## src/rtl/lsu_pkg.sv

```systemverilog
// Shared encodings and default widths for the load/store unit.
package lsu_pkg;

   localparam int ADDR_W_DEF    = 16;
   localparam int DATA_W_DEF    = 16;
   localparam int LEN_W_DEF     = 8;
   localparam int MEM_DEPTH_DEF = 8;

   localparam logic [1:0] OP_LOAD  = 2'b00;
   localparam logic [1:0] OP_STORE = 2'b01;
   localparam logic [1:0] OP_COPY  = 2'b10;
   localparam logic [1:0] OP_RSVD  = 2'b11;

   typedef enum logic [2:0] {
      S_IDLE,
      S_LD,
      S_ST,
      S_CP_RD,
      S_CP_WR,
      S_RESP
   } lsu_state_e;

endpackage

```

## src/rtl/lsu_addr_gen.sv

```systemverilog
// Address generation: base+offset adder, source/destination pointers and copy down-counter.
module lsu_addr_gen
   import lsu_pkg::*;
#(
   parameter int ADDR_W = ADDR_W_DEF,
   parameter int LEN_W  = LEN_W_DEF
) (
   input  logic              clk_i,
   input  logic              rst_i,
   input  logic              load_i,
   input  logic              step_i,
   input  logic [ADDR_W-1:0] base_i,
   input  logic [ADDR_W-1:0] offset_i,
   input  logic [ADDR_W-1:0] dst_i,
   input  logic [LEN_W-1:0]  len_i,
   output logic [ADDR_W-1:0] src_o,
   output logic [ADDR_W-1:0] dst_o,
   output logic              rem_zero_o
);

   logic [ADDR_W-1:0] src_q, src_d, dst_q, dst_d;
   logic [LEN_W-1:0]  cnt_q, cnt_d;

   always_comb begin
      src_d = src_q;
      dst_d = dst_q;
      cnt_d = cnt_q;
      if (load_i) begin
         src_d = base_i + offset_i;
         dst_d = dst_i;
         cnt_d = len_i;
      end else if (step_i) begin
         src_d = src_q + ADDR_W'(1);
         dst_d = dst_q + ADDR_W'(1);
         cnt_d = cnt_q - LEN_W'(1);
      end
   end

   always_ff @(posedge clk_i or posedge rst_i) begin
      if (rst_i) begin
         src_q <= '0;
         dst_q <= '0;
         cnt_q <= '0;
      end else begin
         src_q <= src_d;
         dst_q <= dst_d;
         cnt_q <= cnt_d;
      end
   end

   assign src_o      = src_q;
   assign dst_o      = dst_q;
   // Remaining count reaches zero with the step taken in this cycle.
   assign rem_zero_o = (cnt_q == LEN_W'(1));

endmodule

```

## src/rtl/load_store_unit.sv

```systemverilog
// Data-memory initiator: load, store and block copy with a registered response.
// Optional LSU_BOUNDS_CHECK_EN faults any access at or above MEM_DEPTH.
module load_store_unit
   import lsu_pkg::*;
#(
   parameter int ADDR_W    = ADDR_W_DEF,
   parameter int DATA_W    = DATA_W_DEF,
   parameter int LEN_W     = LEN_W_DEF,
   parameter int MEM_DEPTH = MEM_DEPTH_DEF
) (
   input  logic              clk,
   input  logic              rst,
   input  logic              req_valid,
   output logic              req_ready,
   input  logic [1:0]        req_op,
   input  logic [ADDR_W-1:0] req_base,
   input  logic [ADDR_W-1:0] req_offset,
   input  logic [DATA_W-1:0] req_wdata,
   input  logic [ADDR_W-1:0] req_dst,
   input  logic [LEN_W-1:0]  req_len,
   output logic              resp_valid,
   input  logic              resp_ready,
   output logic [DATA_W-1:0] resp_data,
   output logic              resp_fault,
   output logic              mem_write_en,
   output logic              mem_read_en,
   output logic [ADDR_W-1:0] mem_access_addr,
   output logic [DATA_W-1:0] mem_write_data,
   input  logic [DATA_W-1:0] mem_read_data,
   output logic              busy
);

   lsu_state_e        state_q;
   logic [DATA_W-1:0] wdata_q, buf_q, resp_data_q;
   logic              resp_fault_q;
   logic [ADDR_W-1:0] src_ptr, dst_ptr, acc_addr;
   logic              rem_zero, accept, rd_act, wr_act, oob;

   assign accept = req_valid && (state_q == S_IDLE);
   assign rd_act = (state_q == S_LD) || (state_q == S_CP_RD);
   assign wr_act = (state_q == S_ST) || (state_q == S_CP_WR);
   assign acc_addr = (state_q == S_CP_WR) ? dst_ptr : src_ptr;

`ifdef LSU_BOUNDS_CHECK_EN
   assign oob = (rd_act || wr_act) && (acc_addr >= ADDR_W'(MEM_DEPTH));
`else
   assign oob = 1'b0;
`endif

   lsu_addr_gen #(.ADDR_W(ADDR_W), .LEN_W(LEN_W)) u_addr_gen (
      .clk_i      (clk),
      .rst_i      (rst),
      .load_i     (accept),
      .step_i     ((state_q == S_CP_WR) && !oob),
      .base_i     (req_base),
      .offset_i   (req_offset),
      .dst_i      (req_dst),
      .len_i      (req_len),
      .src_o      (src_ptr),
      .dst_o      (dst_ptr),
      .rem_zero_o (rem_zero)
   );

   always_ff @(posedge clk or posedge rst) begin
      if (rst) begin
         state_q      <= S_IDLE;
         wdata_q      <= '0;
         buf_q        <= '0;
         resp_data_q  <= '0;
         resp_fault_q <= 1'b0;
      end else begin
         case (state_q)
            S_IDLE: if (req_valid) begin
               wdata_q      <= req_wdata;
               resp_data_q  <= '0;
               resp_fault_q <= 1'b0;
               case (req_op)
                  OP_LOAD:  state_q <= S_LD;
                  OP_STORE: state_q <= S_ST;
                  OP_COPY:  state_q <= (req_len == '0) ? S_RESP : S_CP_RD;
                  default: begin
                     state_q      <= S_RESP;
                     resp_fault_q <= 1'b1;
                  end
               endcase
            end
            S_LD: begin
               state_q <= S_RESP;
               if (oob) resp_fault_q <= 1'b1;
               else     resp_data_q  <= mem_read_data;
            end
            S_ST: begin
               state_q <= S_RESP;
               if (oob) resp_fault_q <= 1'b1;
            end
            S_CP_RD: begin
               if (oob) begin
                  state_q      <= S_RESP;
                  resp_fault_q <= 1'b1;
                  resp_data_q  <= '0;
               end else begin
                  buf_q   <= mem_read_data;
                  state_q <= S_CP_WR;
               end
            end
            S_CP_WR: begin
               if (oob) begin
                  state_q      <= S_RESP;
                  resp_fault_q <= 1'b1;
                  resp_data_q  <= '0;
               end else begin
                  resp_data_q <= buf_q;
                  state_q     <= rem_zero ? S_RESP : S_CP_RD;
               end
            end
            S_RESP: if (resp_ready) begin
               state_q      <= S_IDLE;
               resp_fault_q <= 1'b0;
            end
            default: state_q <= S_IDLE;
         endcase
      end
   end

   assign req_ready  = (state_q == S_IDLE);
   assign busy       = (state_q != S_IDLE);
   assign resp_valid = (state_q == S_RESP);
   assign resp_data  = resp_data_q;
   assign resp_fault = resp_fault_q;

   // Strobes decode straight from state so an async reset drops them at once.
   assign mem_read_en     = rd_act && !oob;
   assign mem_write_en    = wr_act && !oob;
   assign mem_access_addr = (mem_read_en || mem_write_en) ? acc_addr : '0;
   assign mem_write_data  = mem_write_en ? ((state_q == S_ST) ? wdata_q : buf_q) : '0;

endmodule

```

## config.mk

```make
export PLATFORM = sky130hd
export DESIGN_NAME = load_store_unit
export DESIGN_NICKNAME = d
export VERILOG_FILES = /design/src/rtl/lsu_pkg.sv /design/src/rtl/lsu_addr_gen.sv /design/src/rtl/load_store_unit.sv
export SDC_FILE = /design/constraint.sdc
export NUM_CORES = 1
export LEC_CHECK = 0
export BUFFER_PORTS_ARGS = -buffer_cell sky130_fd_sc_hd__buf_4
export CAP_MARGIN = 20
export CORE_MARGIN = 2
export CORE_UTILIZATION = 53
export CTS_CLUSTER_DIAMETER = 80
export DETAILED_ROUTE_END_ITERATION = 10
export GPL_TIMING_DRIVEN = 0
export PLACE_DENSITY = 0.81
export SLEW_MARGIN = 20
export SYNTH_ARGS = -nofsm -noshare
export SYNTH_HDL_FRONTEND = slang
export SYNTH_SLANG_ARGS = --single-unit
```

## constraint.sdc

```tcl
create_clock -name clk -period 3.4 [get_ports clk]
set_input_delay 0 -clock clk [delete_from_list [all_inputs] [get_ports clk]]
set_output_delay 0 -clock clk [all_outputs]
set_load 0.01 [all_outputs]
```

==> flow_summary.json <==
{
  "ioPinCount": 148,
  "clock_path_buffers": 2,
  "cp_data_required_time_ns": 3.40,
  "post_cts_buffers": 0,
  "timing.hold.ws_ns": 0.03079,
  "core_area_sq_um": 9819,
  "slew_violations": 0,
  "antenna_found_initial": 1,
  "dr.pass1.iters": 9,
  "synth_nets": 716,
  "synth_cell_type_count": 59,
  "via_count": 5610,
  "clock_latency_ns": 0.37,
  "power.leakage_uw": 0.003562,
  "yosysSeqAreaShare": 0.4262,
  "route.detailed.drc": 0,
  "cp.arrival_ns": 2.70,
  "fin_crit_ns": 2.703,
  "dieArea_sq_um": 11010,
  "synthCells": 602,
  "finalWorstSetupSlack_ns": 0.6968,
  "drive_gt1_frac": 0.2503,
  "crit_path_max_fanout": 10,
  "cts-htree-levels": 3,
  "finClkSkew_ns": 0.01272,
  "clkSlewWorstSetupHoldPaths_ns": 0.10,
  "cts_buffers": 9,
  "cp-end-kind": "primary output",
  "die_x_um": 105.0,
  "synth.avg_cell_area_sq_um": 8.972,
  "rows": 36,
  "peakVddDrop_mv": 0.3635,
  "async_reset_ff_frac": 1.000,
  "place_congestion": 0.8744,
  "drt_iter0_drc": 515,
  "ys.flop_type": "dfrtp_1",
  "finish.utilization": 0.7634,
  "grt_max_degree": 57,
  "grt_pass1_vias": 5539,
  "gr-total-overflow": 0,
  "multi_input_area_sq_um": 2845,
  "area_growth_syn_to_layout_pct": 38.78,
  "synth_edf_count": 0,
  "routed_wl_mm": 16.66,
  "fmax_ghz": 0.3699,
  "p_per_area_nw_per_um2": 797.2,
  "critPathLaunchType": "flip-flop",
  "seqCellArea_sq_um": 2302,
  "die_h_um": 105.0,
  "slew_headroom": 0.2648,
  "maxCapViolations": 0,
  "routedWlPerCell_um": 17.34,
  "postCtsResizedCells": 0,
  "final_common_cell": "buf_4",
  "place_ws_ns": 1.040,
  "initial_core_util": 0.5501,
  "hp-class": "primary input to flip-flop",
  "grt_pass1_wl_mm": 26.91,
  "hold_violations": 0,
  "fill_cells": 674,
  "io_buffer_count": 147,
  "synth.yosys.warnings": 0,
  "cts_tree": "yes",
  "grt.total_usage": 0.3054,
  "finalSetupViolations": 0,
  "nets": 936,
  "worstMarginPinSlew_ns": 1.094,
  "clock_sinks": 92,
  "cts-root-buf": "clkbuf_8",
  "rsz0062_at_grt": "no",
  "postRouteAntennaNets": 0,
  "final_cell_mix": "148 x buf_4, 138 x nand2_1, 92 x dfrtp_1",
  "worst-setup-path-type": "flip-flop to primary output",
  "status": "complete, no violations",
  "dp.final_hpwl_mm": 11.47,
  "synth.ff_latch_count": 92,
  "syn_area_sq_um": 5401,
  "viasPerCell": 5.838,
  "period_share": 0.7950
}
## worst max-delay path, cell delays in order, from the launching register on
cell,delay (ns)
dfrtp_1,0.48
clkbuf_1,0.25
nor3_1,0.88
buf_2,0.38
a22o_1,0.21
buf_4,0.13
## repair_timing
item / 4_1_cts / 5_1_grt
setup endpoints to repair: 0 / 0
endpoints found under the hold margin: 111 / 0
hold buffers: 61 / 0
## flip-flops by register name, summed over array words and instances (netlist names)
| signal | flops |
|---|---|
| u_addr_gen.cnt_q | 8 |
| u_addr_gen.dst_o | 16 |
| resp_fault | 1 |
| wdata_q | 16 |
| state_q | 3 |
| buf_q | 16 |
| resp_data | 16 |
| u_addr_gen.src_o | 16 |
## final timing paths
kind | from | endpoint | slack [ns] | cells after the start
max in group asynchronous | rst | wdata_q[6] | 2.54 | 4
setup / recovery | state_q[2] | mem_write_data[8] | 0.70 | 5
min in group asynchronous | rst | resp_data[11] | 0.22 | 3
hold / removal | req_op[0] | state_q[0] | 0.03 | 4
hold reg to reg | wdata_q[15] | wdata_q[15] | 0.49 | 2
setup reg to reg | state_q[0] | resp_fault | 0.94 | 8
## synthesized netlist by cell type (5+ instances only)
cell type	count	area, sq um
mux2_2	17	191.4
a221o_1	5	50.05
xor2_1	12	105.1
xnor2_1	17	148.9
dfrtp_1	92	2302
a22o_1	16	140.1
inv_1	28	105.1
a21oi_1	42	210.2
nand2_1	138	518.0
nor2_1	27	101.4
and3_1	6	37.54
o21ai_0	28	140.1
nand4_1	11	68.82
o311ai_0	7	61.31
nand3_1	13	65.06
o211ai_1	8	60.06
clkbuf_1	16	60.06
buf_2	14	70.07
a222oi_1	16	160.2
ha_1	19	237.7
## metrics by stage
stage / power [uW] / setup TNS [ns] / instances / cell area (sq um)
2_1_floorplan: 3880 / 0 / 602 / 5401
3_3_place_gp: 4965 / -1.533 / 882 / 6671
3_5_place_dp: 5111 / 0 / 883 / 6701
4_1_cts: 5887 / 0 / 960 / 7493
5_1_grt: 6375 / 0 / 961 / 7496
6_report: 5975 / 0 / 961 / 7496
## layout make-up
| type | instances | area share |
|---|---|---|
| multi-input combinational | 450 | 0.3796 |
| sequential | 92 | 0.3071 |
| timing repair buffer | 209 | 0.2323 |
| tap | 133 | 0.02220 |
| buffer | 32 | 0.01986 |
| clock buffer | 10 | 0.01703 |
| inverter | 28 | 0.01435 |
| clock inverter | 6 | 0.007177 |
| antenna | 1 | 0.0003338 |
## report_power, final
group | internal [uW] | total [uW] | switching, uW | leakage [uW]
combinational | 1430 | 3130 | 1700 | 0.00235
sequential | 1630 | 2130 | 506 | 0.00112
clock | 282 | 710 | 428 | 0.0000902
## logic make-up after synthesis
logic type | count (synthesis) | share of synthesized area
muxes | 20 | 0.04100
AOI/OAI and AO/OA | 153 | 0.1955
DFF | 92 | 0.4262
buffers and inverters | 60 | 0.04702
and+or+nand+nor | 228 | 0.1955
adders and majority gates | 20 | 0.04772
xor gates and xnor gates | 29 | 0.04702
## routing by layer
| metal | up-vias | GRT usage | routed length [um] |
|---|---|---|---|
| met1 | 2633 | 0.3825 | 6384 |
| met5 | - | 0 | 0 |
| met4 | 0 | 0.1295 | 512 |
| li1 | 2610 | - | - |
| met2 | 322 | 0.5153 | 8227 |
| met3 | 45 | 0.05989 | 1537 |
Note: power is estimated with default switching activity, not from simulation.
